$ cat src/rtl/mem_stage_if.sv
// Data-bus request/acknowledge interface between the memory stage and the bus.
//   dbus_req   : request, held until dbus_ack is sampled high
//   dbus_we    : 1 = write, 0 = read
//   dbus_addr  : word-aligned byte address
//   dbus_be    : byte enables
//   dbus_wdata : write data
//   dbus_ack   : completion, meaningful only while dbus_req = 1
//   dbus_rdata : read data, valid with dbus_ack on reads
interface mem_stage_if;
    logic        dbus_req;
    logic        dbus_we;
    logic [31:0] dbus_addr;
    logic [3:0]  dbus_be;
    logic [31:0] dbus_wdata;
    logic        dbus_ack;
    logic [31:0] dbus_rdata;

    modport master (
        output dbus_req, dbus_we, dbus_addr, dbus_be, dbus_wdata,
        input  dbus_ack, dbus_rdata
    );

    modport slave (
        input  dbus_req, dbus_we, dbus_addr, dbus_be, dbus_wdata,
        output dbus_ack, dbus_rdata
    );
endinterface

$ cat src/rtl/mem_stage.sv
// Memory-access pipeline stage: forwards ALU results to write-back, runs
// loads/stores over the data bus, and holds one op arriving while busy.
//   clk, rst_n      : clock, synchronous active-low reset
//   EX_*            : registered execute-stage outputs (ALU result or load/store)
//   mem_busy        : stall to upstream (combinational from state)
//   dbus            : data-bus master port (mem_stage_if.master)
//   WB_*            : register write-back, WB_x_rd_vld is a one-cycle pulse
//   mem_err         : one-cycle pulse on misaligned/conflicting/timed-out/overflowed op
module mem_stage #(
    parameter int unsigned TIMEOUT = 255,
    parameter int unsigned TO_W    = 16
) (
    input  logic        clk,
    input  logic        rst_n,
    input  logic        EX_x_rd_vld,
    input  logic [31:0] EX_x_rd,
    input  logic [4:0]  EX_rd_idx,
    input  logic [31:0] EX_MEMaddr,
    input  logic [3:0]  EX_MEMrden,
    input  logic [3:0]  EX_MEMwren,
    input  logic [31:0] EX_MEMwrdata,
    output logic        mem_busy,
    mem_stage_if.master dbus,
    output logic        WB_x_rd_vld,
    output logic [31:0] WB_x_rd,
    output logic [4:0]  WB_rd_idx,
    output logic        mem_err
);

    localparam int unsigned XLEN   = 32;
    localparam int unsigned RIDX_W = 5;
    localparam int unsigned BE_W   = 4;
    localparam logic [TO_W-1:0] TO_LAST = TO_W'(TIMEOUT - 1);

    typedef struct packed {
        logic              alu_vld;
        logic [XLEN-1:0]   alu_data;
        logic [RIDX_W-1:0] rd_idx;
        logic [XLEN-1:0]   addr;
        logic [BE_W-1:0]   rden;
        logic [BE_W-1:0]   wren;
        logic [XLEN-1:0]   wdata;
    } op_t;

    typedef enum logic [1:0] {IDLE, REQ, DRAIN} state_t;

    state_t            state_q, state_nxt;
    op_t               hold_q, hold_nxt;
    logic              hold_vld_q, hold_vld_nxt;
    logic [TO_W-1:0]   cnt_q, cnt_nxt;
    logic [RIDX_W-1:0] ld_idx_q, ld_idx_nxt;

    logic              req_q, req_nxt;
    logic              we_q, we_nxt;
    logic [XLEN-1:0]   addr_q, addr_nxt;
    logic [BE_W-1:0]   be_q, be_nxt;
    logic [XLEN-1:0]   wdata_q, wdata_nxt;
    logic              wb_vld_q, wb_vld_nxt;
    logic [XLEN-1:0]   wb_data_q, wb_data_nxt;
    logic [RIDX_W-1:0] wb_idx_q, wb_idx_nxt;
    logic              err_q, err_nxt;

    op_t               in_op, cur_op;
    logic              in_vld;
    logic              cur_ld, cur_st, cur_bad;
    logic [BE_W-1:0]   cur_be;
    logic              issue, done, go_req;

    // Incoming op, and the op to process this cycle (held op while draining)
    assign in_op  = '{EX_x_rd_vld, EX_x_rd, EX_rd_idx, EX_MEMaddr,
                      EX_MEMrden, EX_MEMwren, EX_MEMwrdata};
    assign in_vld = in_op.alu_vld | (|in_op.rden) | (|in_op.wren);
    assign cur_op = (state_q == DRAIN) ? hold_q : in_op;
    assign cur_ld = |cur_op.rden;
    assign cur_st = |cur_op.wren;
    assign cur_be = cur_st ? cur_op.wren : cur_op.rden;
    // Full-word access must be word aligned; load and store together is illegal
    assign cur_bad = (cur_ld & cur_st) |
                     ((cur_be == 4'hF) && (cur_op.addr[1:0] != 2'b00));

    assign mem_busy         = (state_q != IDLE) | hold_vld_q;
    assign dbus.dbus_req    = req_q;
    assign dbus.dbus_we     = we_q;
    assign dbus.dbus_addr   = addr_q;
    assign dbus.dbus_be     = be_q;
    assign dbus.dbus_wdata  = wdata_q;
    assign WB_x_rd_vld      = wb_vld_q;
    assign WB_x_rd          = wb_data_q;
    assign WB_rd_idx        = wb_idx_q;
    assign mem_err          = err_q;

    // State and registered outputs
    always_ff @(posedge clk) begin
        if (!rst_n) begin
            state_q    <= IDLE;
            hold_q     <= '0;
            hold_vld_q <= 1'b0;
            cnt_q      <= '0;
            ld_idx_q   <= '0;
            req_q      <= 1'b0;
            we_q       <= 1'b0;
            addr_q     <= '0;
            be_q       <= '0;
            wdata_q    <= '0;
            wb_vld_q   <= 1'b0;
            wb_data_q  <= '0;
            wb_idx_q   <= '0;
            err_q      <= 1'b0;
        end else begin
            state_q    <= state_nxt;
            hold_q     <= hold_nxt;
            hold_vld_q <= hold_vld_nxt;
            cnt_q      <= cnt_nxt;
            ld_idx_q   <= ld_idx_nxt;
            req_q      <= req_nxt;
            we_q       <= we_nxt;
            addr_q     <= addr_nxt;
            be_q       <= be_nxt;
            wdata_q    <= wdata_nxt;
            wb_vld_q   <= wb_vld_nxt;
            wb_data_q  <= wb_data_nxt;
            wb_idx_q   <= wb_idx_nxt;
            err_q      <= err_nxt;
        end
    end

    // Next-state and output logic
    always_comb begin
        state_nxt    = state_q;
        hold_nxt     = hold_q;
        hold_vld_nxt = hold_vld_q;
        cnt_nxt      = cnt_q;
        ld_idx_nxt   = ld_idx_q;
        req_nxt      = req_q;
        we_nxt       = we_q;
        addr_nxt     = addr_q;
        be_nxt       = be_q;
        wdata_nxt    = wdata_q;
        wb_vld_nxt   = 1'b0;
        wb_data_nxt  = wb_data_q;
        wb_idx_nxt   = wb_idx_q;
        err_nxt      = 1'b0;
        issue        = 1'b0;
        done         = 1'b0;
        go_req       = 1'b0;

        case (state_q)
            IDLE: begin
                issue = in_vld;
            end
            REQ: begin
                // A second arrival while the buffer is full is dropped
                if (in_vld) begin
                    if (hold_vld_q) begin
                        err_nxt = 1'b1;
                    end else begin
                        hold_vld_nxt = 1'b1;
                        hold_nxt     = in_op;
                    end
                end
                // Ack takes priority over a coincident timeout
                if (dbus.dbus_ack) begin
                    req_nxt = 1'b0;
                    done    = 1'b1;
                    if (!we_q) begin
                        wb_vld_nxt  = 1'b1;
                        wb_data_nxt = dbus.dbus_rdata;
                        wb_idx_nxt  = ld_idx_q;
                    end
                end else if (cnt_q == TO_LAST) begin
                    req_nxt = 1'b0;
                    err_nxt = 1'b1;
                    done    = 1'b1;
                end else begin
                    cnt_nxt = cnt_q + TO_W'(1);
                end
                if (done) begin
                    state_nxt = hold_vld_nxt ? DRAIN : IDLE;
                end
            end
            DRAIN: begin
                // Held op leaves; a new arrival may take its place
                issue        = 1'b1;
                hold_vld_nxt = 1'b0;
                if (in_vld) begin
                    hold_vld_nxt = 1'b1;
                    hold_nxt     = in_op;
                end
            end
            default: begin
                state_nxt = IDLE;
            end
        endcase

        // Process cur_op as a fresh arrival
        if (issue) begin
            if (cur_ld | cur_st) begin
                if (cur_bad) begin
                    err_nxt = 1'b1;
                end else begin
                    go_req     = 1'b1;
                    req_nxt    = 1'b1;
                    we_nxt     = cur_st;
                    addr_nxt   = {cur_op.addr[XLEN-1:2], 2'b00};
                    be_nxt     = cur_be;
                    wdata_nxt  = cur_op.wdata;
                    ld_idx_nxt = cur_op.rd_idx;
                    cnt_nxt    = '0;
                end
            end else if (cur_op.alu_vld) begin
                wb_vld_nxt  = 1'b1;
                wb_data_nxt = cur_op.alu_data;
                wb_idx_nxt  = cur_op.rd_idx;
            end
            state_nxt = go_req ? REQ : (hold_vld_nxt ? DRAIN : IDLE);
        end
    end

endmodule
$ cat src/flat_wrapper.sv
// flat-port wrapper written by rule: the top's interface ports become plain ports
module mem_stage_flat 
#(
    parameter int unsigned TIMEOUT = 255,
    parameter int unsigned TO_W    = 16
)
  (clk, rst_n, EX_x_rd_vld, EX_x_rd, EX_rd_idx, EX_MEMaddr, EX_MEMrden, EX_MEMwren, EX_MEMwrdata, mem_busy, WB_x_rd_vld, WB_x_rd, WB_rd_idx, mem_err, dbus_dbus_req, dbus_dbus_we, dbus_dbus_addr, dbus_dbus_be, dbus_dbus_wdata, dbus_dbus_ack, dbus_dbus_rdata);
  mem_stage_if dbus_i ();
  input  logic clk;
  input  logic rst_n;
  input  logic EX_x_rd_vld;
  input  logic [31:0] EX_x_rd;
  input  logic [4:0] EX_rd_idx;
  input  logic [31:0] EX_MEMaddr;
  input  logic [3:0] EX_MEMrden;
  input  logic [3:0] EX_MEMwren;
  input  logic [31:0] EX_MEMwrdata;
  output logic mem_busy;
  output logic WB_x_rd_vld;
  output logic [31:0] WB_x_rd;
  output logic [4:0] WB_rd_idx;
  output logic mem_err;
  output wire logic [$bits(dbus_i.dbus_req)-1:0] dbus_dbus_req;
  output wire logic [$bits(dbus_i.dbus_we)-1:0] dbus_dbus_we;
  output wire logic [$bits(dbus_i.dbus_addr)-1:0] dbus_dbus_addr;
  output wire logic [$bits(dbus_i.dbus_be)-1:0] dbus_dbus_be;
  output wire logic [$bits(dbus_i.dbus_wdata)-1:0] dbus_dbus_wdata;
  input wire logic [$bits(dbus_i.dbus_ack)-1:0] dbus_dbus_ack;
  input wire logic [$bits(dbus_i.dbus_rdata)-1:0] dbus_dbus_rdata;
  assign dbus_dbus_req = dbus_i.dbus_req;
  assign dbus_dbus_we = dbus_i.dbus_we;
  assign dbus_dbus_addr = dbus_i.dbus_addr;
  assign dbus_dbus_be = dbus_i.dbus_be;
  assign dbus_dbus_wdata = dbus_i.dbus_wdata;
  assign dbus_i.dbus_ack = dbus_dbus_ack;
  assign dbus_i.dbus_rdata = dbus_dbus_rdata;
  mem_stage #(.TIMEOUT(TIMEOUT), .TO_W(TO_W)) u_core (.clk(clk), .rst_n(rst_n), .EX_x_rd_vld(EX_x_rd_vld), .EX_x_rd(EX_x_rd), .EX_rd_idx(EX_rd_idx), .EX_MEMaddr(EX_MEMaddr), .EX_MEMrden(EX_MEMrden), .EX_MEMwren(EX_MEMwren), .EX_MEMwrdata(EX_MEMwrdata), .mem_busy(mem_busy), .dbus(dbus_i), .WB_x_rd_vld(WB_x_rd_vld), .WB_x_rd(WB_x_rd), .WB_rd_idx(WB_rd_idx), .mem_err(mem_err));
endmodule
$ cat config.mk
export PLATFORM = sky130hd
export DESIGN_NAME = mem_stage_flat
export DESIGN_NICKNAME = d
export VERILOG_FILES = /design/src/rtl/mem_stage_if.sv /design/src/rtl/mem_stage.sv /design/src/flat_wrapper.sv
export SDC_FILE = /design/constraint.sdc
export NUM_CORES = 1
export LEC_CHECK = 0
export BUFFER_PORTS_ARGS = -buffer_cell sky130_fd_sc_hd__buf_2
export CAP_MARGIN = 30
export CORE_MARGIN = 3
export CORE_UTILIZATION = 50
export DETAILED_ROUTE_END_ITERATION = 7
export GPL_ROUTABILITY_DRIVEN = 0
export PLACE_DENSITY = 0.84
export SLEW_MARGIN = 30
export SYNTH_ARGS = -nofsm -noshare
export SYNTH_HDL_FRONTEND = slang
export SYNTH_SLANG_ARGS = --single-unit
$ cat constraint.sdc
create_clock -name clk -period 2.8 [get_ports clk]
set_input_delay 0.14 -clock clk [delete_from_list [all_inputs] [get_ports clk]]
set_output_delay 0.14 -clock clk [all_outputs]
set_load 0.1 [all_outputs]
==> flow_metrics.tcl <==
set metrics [dict create \
    final_hold_viol_count 0 \
    path_clk_slew_ns 0.06 \
    cp_slowest_cell "or4_4" \
    seqCellArea_mm2 0.00482 \
    cts_tree "done" \
    rsz0062_at_grt "no" \
    final_nets 1677 \
    synth_ff_type "dfxtp_1" \
    area_growth_pct 33.2 \
    dp.cells 1644 \
    dieHeight_um 153 \
    cts_buffers 25 \
    dp_slack_ns 0.401 \
    fin_crit_ns 2.53 \
    cpPeakStageDelay_ns 0.57 \
    crit_arrival_ns 2.98 \
    drive_gt1_share_pct 24.8 \
    post_cts_buffers 0 \
    fin_setup_tns_ns 0 \
    clk_path_buf_depth 3 \
    path_depth 8 \
    fin_skew_ns 0.0137 \
    slew_headroom_pct 40.1 \
    cts_root_buffer "clkbuf_16" \
    grt_pass1_wl_um 55100 \
    htree_levels 1 \
    vias_per_cell 5.90 \
    cp.required_ns 3.25 \
    setup_ws_ns 0.268 \
    min_path_type "in2reg" \
    antenna_found_initial 2 \
    syn_area_per_cell_um2 9.04 \
    num_vias 10800 \
    hold_depth 3 \
    multi_input_area_mm2 0.00544 \
    wl_per_cell_um 18.7 \
    drt_pass1_iterations 5 \
    cp-start-kind "primary input" \
    row_count 53 \
    drv_slew 0 \
    clk_latency_ns 0.53 \
    die_area_mm2 0.0235 \
    drt_iter0_markers 808 \
    ys_ff_latch 241 \
    worst-path-max-fanout 18 \
    worst_pin_slew_ns 0.898 \
    netlist_area_mm2 0.0109 \
    p_leak_uw 0.00569 \
    globalRouteOverflowTotal 0 \
    drc 0 \
    max_freq_mhz 395 \
    ios 255 \
    rr_worst_depth 9 \
    wl_um 34200 \
    crit_family "simple AND/OR/NAND/NOR gates" \
    setup_violations 0 \
    grt_pass1_vias 10700 \
    grt_use_total_pct 27.6 \
    port_buffers 252 \
    p_total_uw 14900 \
    worst-path-buf-inv 3 \
    cp-end-kind "flop" \
    async_reset_ff_share_pct 0 \
    path_class "in2reg" \
    initial_core_util_pct 51.3 \
    status "finished clean" \
    fill_cells 1497 \
    yosys_warnings 0 \
    synth_edf_count 0 \
    synthDistinctLibCells 62 \
    netlist_instances 1201 \
    cp_cell_sequence "dlygate4sd3_1 -> buf_2 -> or4_4 -> or3_1 -> o211ai_4 -> buf_4 -> nand2_1 -> a21oi_1" \
    fin_cells 1823 \
    grt_max_degree 82 \
    p_per_area_mw_per_mm2 1030 \
    drtAntennaViolNets 0 \
    fin_util_pct 68.4 \
    period_share_pct 90.4 \
    cts.sinks 241 \
    coreArea_mm2 0.0212 \
    hpwl_um 18900 \
    cap_violations 0 \
    die_w_um 153 \
    ys_seq_area_share_pct 44.4 \
    vdd_drop_max_uv 769 \
]
[final timing paths]
check | startpoint | to | slack [ns]
worst min register to register | u_core.hold_q[11] | u_core.hold_q[11] | 0.45
worst min-delay path | dbus_dbus_rdata[10] | u_core.WB_x_rd[10] | 0.008
worst max-delay path | EX_MEMwren[3] | u_core.hold_q[50] | 0.27
worst max register to register | u_core.state_q[0] | u_core.dbus.dbus_addr[6] | 0.36
[flip-flops by register name (all words and copies together) (netlist names)]
signal	cells
u_core.state_q	2
u_core.dbus.dbus_be	4
u_core.mem_err	1
u_core.hold_q	110
u_core.dbus.dbus_we	1
u_core.dbus.dbus_addr	30
u_core.dbus.dbus_req	1
u_core.cnt_q	16
u_core.WB_x_rd_vld	1
u_core.hold_vld_q	1
u_core.ld_idx_q	5
u_core.dbus.dbus_wdata	32
u_core.WB_rd_idx	5
u_core.WB_x_rd	32
[worst register-to-register path, cell delays in order (launching register included)]
cell and delay, ns:
dfxtp_1 0.31, inv_1 0.13, ha_4 0.31, clkinv_1 0.14, buf_4 0.19, nor3_1 0.41, o21a_1 0.23, nor3_2 0.10
buf_12 0.20, a211oi_1 0.32
[final cells by class]
cell class,instances,area share [%]
Tap cell,275,2.38
Timing Repair Buffer,410,20.2
Inverter,8,0.242
Multi-Input combinational cell,841,37.6
Clock inverter,8,0.900
Sequential cell,241,33.4
Clock buffer,38,5.22
Antenna cell,2,0.0346
[cells by family (layout without fill, tap and decap cells)]
group                      count (synthesis)  count (layout)  share of synthesized area, %
AOI/OAI and AO/OA                        365             365                          23.0
other                                      1               4                        0.0345
buffers and inverters                    120             464                          6.06
and+or+nand+nor                          342             342                          14.2
adders and majority gates                  5               5                         0.576
xor gates and xnor gates                  13              13                          1.05
DFF                                      241             241                          44.4
muxes                                    114             114                          10.6
[cells in the final DEF, fill, tap and decap left out, types with 4 or more instances in the layout]
cell           count
clkbuf_1           5
o21ai_0            6
buf_4             15
mux2i_1          106
clkinv_2           4
xnor2_1            4
a211oi_1         119
buf_2            252
a21oi_2           10
xor2_1             8
clkbuf_8           8
dlygate4sd3_1    131
nor2b_1           32
nor2_1            20
or3_1              4
nor3_1             5
ha_1               4
nand2_2           11
dfxtp_1          241
nand2_1          225
nor4_1             4
a211oi_2          20
clkbuf_16         25
a31oi_1           69
mux2_2             8
nand3_1            5
buf_12            12
inv_1              6
a21oi_1          116
nand4_1           13
[synth_stat cells, types with 4 or more instances]
cell,instances,share of area (%)
dfxtp_1,241,44
nand2_1,226,7.8
a211oi_1,119,8.2
a21oi_1,116,5.3
mux2i_1,106,9.8
a31oi_1,69,4.0
clkbuf_1,64,2.2
nor2b_1,32,1.8
buf_6,23,2.4
a211oi_2,20,2.3
nor2_1,20,0.69
buf_2,19,0.88
nand4_1,13,0.75
a21oi_2,10,0.81
nand2_2,10,0.58
mux2_2,8,0.83
xor2_1,8,0.65
inv_1,6,0.21
nor3_1,6,0.28
o21ai_0,6,0.28
ha_1,5,0.58
nand3_1,5,0.23
xnor2_1,5,0.40
nor4_1,4,0.23
or3_1,4,0.23
[repair_timing]
| item | in CTS | in global routing |
|---|---|---|
| gates resized for setup | 0 | 0 |
| hold buffers | 131 | 0 |
| setup endpoints to repair | 0 | 0 |
| hold endpoints to repair | 187 | 0 |
[per-stage QoR]
step | hold slack [ns] | instance area, um2
floorplan | 0.276 | 10900
global placement | 0.391 | 12300
detailed placement | 0.396 | 12300
CTS | 0.000168 | 14500
global route | 0.0106 | 14500
finish | 0.00780 | 14500
[report_power, final]
group          total [uW]  switching [uW]  leakage [uW]  internal (uW)
logic                6530            4770       0.00329           1760
clock network        3550            1410      0.000439           2140
registers            4860             534       0.00196           4320
total               14900            6710       0.00569           8230
[routing by layer]
| layer | vias to the layer above | GRT usage, % | routed length, um |
|---|---|---|---|
| met5 | - | 0 | 0 |
| met4 | 0 | 11.2 | 1560 |
| met3 | 123 | 5.44 | 2630 |
| met2 | 546 | 49.6 | 17100 |
| met1 | 5087 | 32.2 | 12900 |
| li1 | 4996 | - | - |
(Power assumes the default switching activity.)
